`src/rtl/ga_pkg.sv`:
```
// Shared gate-array definitions: function codes, write-sequencer states, mode width.
package ga_pkg;

  localparam logic [1:0] FN_PEN  = 2'b00;
  localparam logic [1:0] FN_INK  = 2'b01;
  localparam logic [1:0] FN_MODE = 2'b10;
  localparam logic [1:0] FN_RSVD = 2'b11;

  localparam int unsigned MODE_W = 2;

  typedef enum logic [2:0] {
    IDLE,
    LATCH,
    COMMIT,
    ACK,
    WAIT_REL
  } wr_state_t;

endpackage

```
`src/rtl/palette_write_ctrl_if.sv`:
```
// CPU write handshake into the gate array: level request, data, one-cycle acknowledge.
interface palette_write_ctrl_if;
  logic       WR_REQ;
  logic [7:0] DATA;
  logic       WR_ACK;

  modport master (output WR_REQ, output DATA, input WR_ACK);
  modport slave  (input WR_REQ, input DATA, output WR_ACK);
endinterface

```
`src/rtl/palette_write_ctrl_mode_latch.sv`:
```
// Pending/active screen mode; the active mode is updated only on an HSYNC rising edge.
module ModeLatch
  import ga_pkg::*;
(
  input  logic              CLK_n,
  input  logic              RESET,
  input  logic              HSYNC,
  input  logic              commit_en,
  input  logic [MODE_W-1:0] commit_mode,
  output logic              MODE_IS_0,
  output logic              MODE_IS_2
);

  logic              hsync_q;
  logic [MODE_W-1:0] mode_pend;
  logic [MODE_W-1:0] mode_act;
  logic [MODE_W-1:0] pend_fwd;

  // A commit landing on the HSYNC edge is forwarded straight into the active mode.
  always_comb begin
    pend_fwd = commit_en ? commit_mode : mode_pend;
  end

  always_ff @(posedge CLK_n) begin
    if (RESET) begin
      hsync_q   <= 1'b0;
      mode_pend <= '0;
      mode_act  <= '0;
    end else begin
      hsync_q   <= HSYNC;
      mode_pend <= pend_fwd;
      if (HSYNC && !hsync_q) begin
        mode_act <= pend_fwd;
      end
    end
  end

  assign MODE_IS_0 = (mode_act == MODE_W'(0));
  assign MODE_IS_2 = (mode_act == MODE_W'(2));

endmodule

```
`src/rtl/palette_write_ctrl.sv`:
```
// Colour-mux register write sequencer: pen/border select, ink bit-planes, border, mode.
// Optional macro PALETTE_READBACK_EN adds the registered RD_PEN/RD_INK lookup port.
module palette_write_ctrl
  import ga_pkg::*;
(
  input  logic                       CLK_n,
  input  logic                       RESET,
  palette_write_ctrl_if.slave        bus,
  input  logic                       HSYNC,
  output logic [15:0]                INKR0,
  output logic [15:0]                INKR1,
  output logic [15:0]                INKR2,
  output logic [15:0]                INKR3,
  output logic [15:0]                INKR4,
  output logic [4:0]                 BORDER,
  output logic                       MODE_IS_0,
  output logic                       MODE_IS_2,
  output logic                       SEL_BORDER,
  output logic [3:0]                 PEN
`ifdef PALETTE_READBACK_EN
  ,
  input  logic [4:0]                 RD_PEN,
  output logic [4:0]                 RD_INK
`endif
);

  wr_state_t   state;
  wr_state_t   state_nxt;
  logic [7:0]  data_q;
  logic [15:0] ink [5];
  logic [1:0]  fn;
  logic        mode_commit;
  logic        unused_d5;

  assign fn          = data_q[7:6];
  assign mode_commit = (state == COMMIT) && (fn == FN_MODE);
  assign unused_d5   = data_q[5];

  always_ff @(posedge CLK_n) begin
    if (RESET) begin
      state <= IDLE;
    end else begin
      state <= state_nxt;
    end
  end

  always_comb begin
    state_nxt = state;
    case (state)
      IDLE:     if (bus.WR_REQ) state_nxt = LATCH;
      LATCH:    state_nxt = COMMIT;
      COMMIT:   state_nxt = ACK;
      ACK:      state_nxt = WAIT_REL;
      WAIT_REL: if (!bus.WR_REQ) state_nxt = IDLE;
      default:  state_nxt = IDLE;
    endcase
  end

  always_ff @(posedge CLK_n) begin
    if (RESET) begin
      data_q     <= '0;
      BORDER     <= '0;
      PEN        <= '0;
      SEL_BORDER <= 1'b0;
      bus.WR_ACK <= 1'b0;
      for (int unsigned n = 0; n < 5; n++) begin
        ink[n] <= '0;
      end
    end else begin
      bus.WR_ACK <= (state == ACK);
      if (state == LATCH) begin
        data_q <= bus.DATA;
      end
      if (state == COMMIT) begin
        case (fn)
          FN_PEN: begin
            SEL_BORDER <= data_q[4];
            if (!data_q[4]) PEN <= data_q[3:0];
          end
          FN_INK: begin
            if (SEL_BORDER) begin
              BORDER <= data_q[4:0];
            end else begin
              for (int unsigned n = 0; n < 5; n++) begin
                ink[n][PEN] <= data_q[n];
              end
            end
          end
          default: ;
        endcase
      end
    end
  end

  assign INKR0 = ink[0];
  assign INKR1 = ink[1];
  assign INKR2 = ink[2];
  assign INKR3 = ink[3];
  assign INKR4 = ink[4];

  ModeLatch u_mode_latch (
    .CLK_n       (CLK_n),
    .RESET       (RESET),
    .HSYNC       (HSYNC),
    .commit_en   (mode_commit),
    .commit_mode (data_q[MODE_W-1:0]),
    .MODE_IS_0   (MODE_IS_0),
    .MODE_IS_2   (MODE_IS_2)
  );

`ifdef PALETTE_READBACK_EN
  always_ff @(posedge CLK_n) begin
    if (RESET) begin
      RD_INK <= '0;
    end else if (RD_PEN[4]) begin
      RD_INK <= BORDER;
    end else begin
      RD_INK <= {ink[4][RD_PEN[3:0]], ink[3][RD_PEN[3:0]], ink[2][RD_PEN[3:0]],
                 ink[1][RD_PEN[3:0]], ink[0][RD_PEN[3:0]]};
    end
  end
`endif

endmodule

```
`src/flat_wrapper.sv`:
```
// flat-port wrapper written by rule: the top's interface ports become plain ports
module palette_write_ctrl_flat import ga_pkg::*;
  (CLK_n, RESET, HSYNC, INKR0, INKR1, INKR2, INKR3, INKR4, BORDER, MODE_IS_0, MODE_IS_2, SEL_BORDER, PEN, bus_WR_REQ, bus_DATA, bus_WR_ACK);
  palette_write_ctrl_if bus_i ();
  input  logic CLK_n;
  input  logic RESET;
  input  logic HSYNC;
  output logic [15:0] INKR0;
  output logic [15:0] INKR1;
  output logic [15:0] INKR2;
  output logic [15:0] INKR3;
  output logic [15:0] INKR4;
  output logic [4:0] BORDER;
  output logic MODE_IS_0;
  output logic MODE_IS_2;
  output logic SEL_BORDER;
  output logic [3:0] PEN;
  input wire logic [$bits(bus_i.WR_REQ)-1:0] bus_WR_REQ;
  input wire logic [$bits(bus_i.DATA)-1:0] bus_DATA;
  output wire logic [$bits(bus_i.WR_ACK)-1:0] bus_WR_ACK;
  assign bus_i.WR_REQ = bus_WR_REQ;
  assign bus_i.DATA = bus_DATA;
  assign bus_WR_ACK = bus_i.WR_ACK;
  palette_write_ctrl u_core (.CLK_n(CLK_n), .RESET(RESET), .bus(bus_i), .HSYNC(HSYNC), .INKR0(INKR0), .INKR1(INKR1), .INKR2(INKR2), .INKR3(INKR3), .INKR4(INKR4), .BORDER(BORDER), .MODE_IS_0(MODE_IS_0), .MODE_IS_2(MODE_IS_2), .SEL_BORDER(SEL_BORDER), .PEN(PEN));
endmodule
```
`config.mk`:
```
export PLATFORM = sky130hd
export DESIGN_NAME = palette_write_ctrl_flat
export DESIGN_NICKNAME = d
export VERILOG_FILES = /design/src/rtl/ga_pkg.sv /design/src/rtl/palette_write_ctrl_if.sv /design/src/rtl/palette_write_ctrl_mode_latch.sv /design/src/rtl/palette_write_ctrl.sv /design/src/flat_wrapper.sv
export SDC_FILE = /design/constraint.sdc
export NUM_CORES = 1
export LEC_CHECK = 0
export BUFFER_PORTS_ARGS = -buffer_cell sky130_fd_sc_hd__buf_4
export CAP_MARGIN = 20
export CORE_MARGIN = 2
export CORE_UTILIZATION = 30
export DETAILED_ROUTE_END_ITERATION = 12
export PLACE_DENSITY = 0.58
export SYNTH_ARGS = -nofsm -noshare
export SYNTH_HDL_FRONTEND = slang
export SYNTH_HIERARCHICAL = 1
export SYNTH_SLANG_ARGS = --single-unit
```
`constraint.sdc`:
```
create_clock -name CLK_n -period 2.4 [get_ports CLK_n]
set_clock_uncertainty 0.15 [all_clocks]
set_input_delay 0.24 -clock CLK_n [delete_from_list [all_inputs] [get_ports CLK_n]]
set_output_delay 0.24 -clock CLK_n [all_outputs]
set_load 0.03 [all_outputs]
```
==> run summary <==
post-synthesis async set-or-reset flop share: 0%
Syn Area/Cell: 16.87 um2
Yosys reg bits: 106
CTS max path bufs: 2
vias in the first global route: 2,184
first-pass GRT wire length: 12.31 mm
Initial DRC Count: 164
max_cap viols: 0
max-slew violation count: 0
Arrival @ worst endpoint: 2070 ps
total track usage: 12.46%
Starting Density: 30.75%
Mapped Cells: 219
vias: 2,220
PwrDens: 744.9 nW/um2
Remaining DRCs: 0
die height: 115.0 um
Warnings, synthesis: 6
critical path type: reg2reg
clock sinks: 106
LEAKAGE: 2.011 nW
worst skew pair latency: 330 ps
diodes inserted: 0
area of the core: 12,010 um2
vias per inst: 4.494
Final Setup Violations: 0
Post-Syn Nets: 231
post-CTS sizing: 0
startpoint type of the worst setup path: flop
Seq/Total Area, Yosys: 79.13%
TNS Setup: 0 ps
CP required: 2290 ps
critical path peak fanout: 8
Final nets: 354
Die X: 115.0 um
Top FF cell, synth: edfxtp_1
hold path depth: 3
routability cong.: 0.6689
share of layout cells above drive strength 1: 40.06%
Rows: 40
crit path capture type: flop
Final min period: 2177 ps
die area: 13,220 um2
placed instance count: 470
# IOs: 105
total CTS buffers: 9
status: completed
Hold WC Path Type: in2reg
Detailed Routing Iterations Pass 1: 4
IO buf count: 103
final hold viol count: 0
CTS tree: yes
Post CTS Setup Buffer Count: 0
Hold Buf Count CTS: 8
final wirelength: 8.139 mm
unrepaired setup endpoints after global routing: no
fmax: 0.4593 GHz
hpwl dp: 5.561 mm
GRT overflow: 0
worst rel slew slack: 59.77%
clock slew at reported path FFs: 70 ps
initial antenna violation count: 0
Slew @ Worst Pin: 602.2 ps
Peak supply drop: 0.0004122 V
reg2reg path depth: 3
DR WL/cell: 16.48 um
EDFF count, synth: 80
P&R area growth vs syn: 37.80%
Pwr Total: 3.792 mW
share of the clock period used by the worst path: 90.73%
final non-filler cell total: 494
Cell variety after synth: 34
root buffer cell: clkbuf_16
largest net degree at the start of global routing: 49
Post-Syn Area: 3694 um2
DRT antenna net count: 0
H-tree Lvls: 3
[final timing paths]
path                        to              from  slack, ps
max          u_core/ink[0][59]   u_core/state[1]        220
max reg2reg  u_core/ink[0][59]   u_core/state[1]        220
min            u_core/state[0]        bus_WR_REQ         20
min reg2reg   u_core/BORDER[4]  u_core/BORDER[4]        330
[cell usage after synthesis (4+ instances only)]
library cell  count  area share [%]
a31o_2            4            0.95
and2_1            5            0.85
clkbuf_1          4            0.41
dfxtp_1          26              14
edfxtp_1         80              65
mux2i_1          18             4.9
nand2_1           6            0.61
nand2b_1         14             2.4
nor2_1           16             1.6
o21bai_1         12             2.4
[power by group]
part | leakage [nW] | switching (mW) | total, mW | internal, mW
registers | 1.04 | 0.0415 | 2.07 | 2.03
logic | 0.834 | 0.203 | 0.340 | 0.137
clock network | 0.140 | 0.656 | 1.38 | 0.726
total | 2.01 | 0.901 | 3.79 | 2.89
[metal layers]
layer	vias up	routed length (um)	GRT usage [%]
met4	0	45	2.651
li1	1053	-	-
met5	-	0	0
met3	4	546	4.428
met1	1081	3698	16.39
met2	82	3847	20.04
[state kept, by name, summed over array words and instances, names as in the netlist]
| name | count |
|---|---|
| u_core/u_mode_latch/mode_act | 2 |
| u_core/PEN | 4 |
| u_core/ink | 80 |
| u_core/state | 3 |
| u_core/data_q | 7 |
| u_core/BORDER | 5 |
| u_core/SEL_BORDER | 1 |
| u_core/u_mode_latch/hsync_q | 1 |
| u_core/bus.WR_ACK | 1 |
| u_core/u_mode_latch/mode_pend | 2 |
[cell usage in the layout (no fill, tap or decap), types with 2 or more instances in the layout]
cell,synthesis,routed
buf_4,0,110
edfxtp_1,80,80
dfxtp_1,26,26
mux2i_1,18,18
nor2_1,16,16
nand2b_1,14,14
o21bai_1,12,12
clkbuf_16,0,9
dlygate4sd3_1,0,8
nand2_1,6,6
and2_1,5,5
a31o_2,4,4
inv_6,0,3
buf_12,0,3
clkinv_4,0,2
nor4b_1,2,2
inv_1,2,2
nand3b_1,2,2
a21oi_1,2,2
o21ai_0,2,2
nor2b_1,2,2
nor2_2,2,2
a211oi_2,2,2
[metrics by stage]
step | setup slack (ps) | utilization, % | hold WS, ps | instance area (um2)
after global routing | 76.22 | 42.38 | 20.19 | 5090
after floorplan | 351.3 | - | 154.6 | 3694
final | 222.6 | 42.38 | 17.54 | 5090
after detailed placement | 259.6 | 39.34 | 316.5 | 4726
after global placement | 266.1 | 39.34 | 313.4 | 4726
after CTS | 233.7 | 42.38 | 7.660 | 5090
[logic make-up after synthesis]
family          count (synthesis)  share of synthesized area (%)
compound gates                 22                          4.607
xor+xnor                        1                         0.2372
buf+inv                        11                          1.219
flops                         106                          79.13
mux                            18                          4.878
simple gates                   61                          9.925
[worst max-delay path: stages (launching register included)]
cell and delay [ps]:
dfxtp_1 460, or4b_4 530, nor4b_2 440, a31o_2 300
[final cells by class]
| cell class | instances | area [um2] |
|---|---|---|
| repair buffers | 121 | 965.9 |
| clock buffers | 10 | 229.0 |
| well taps | 147 | 183.9 |
| flip-flops and latches | 106 | 2923 |
| multi-input cells | 102 | 725.7 |
| clock inverters | 6 | 55.05 |
| fillers | 1120 | 6922 |
| inverters | 2 | 7.507 |
(Power assumes the default switching activity.)
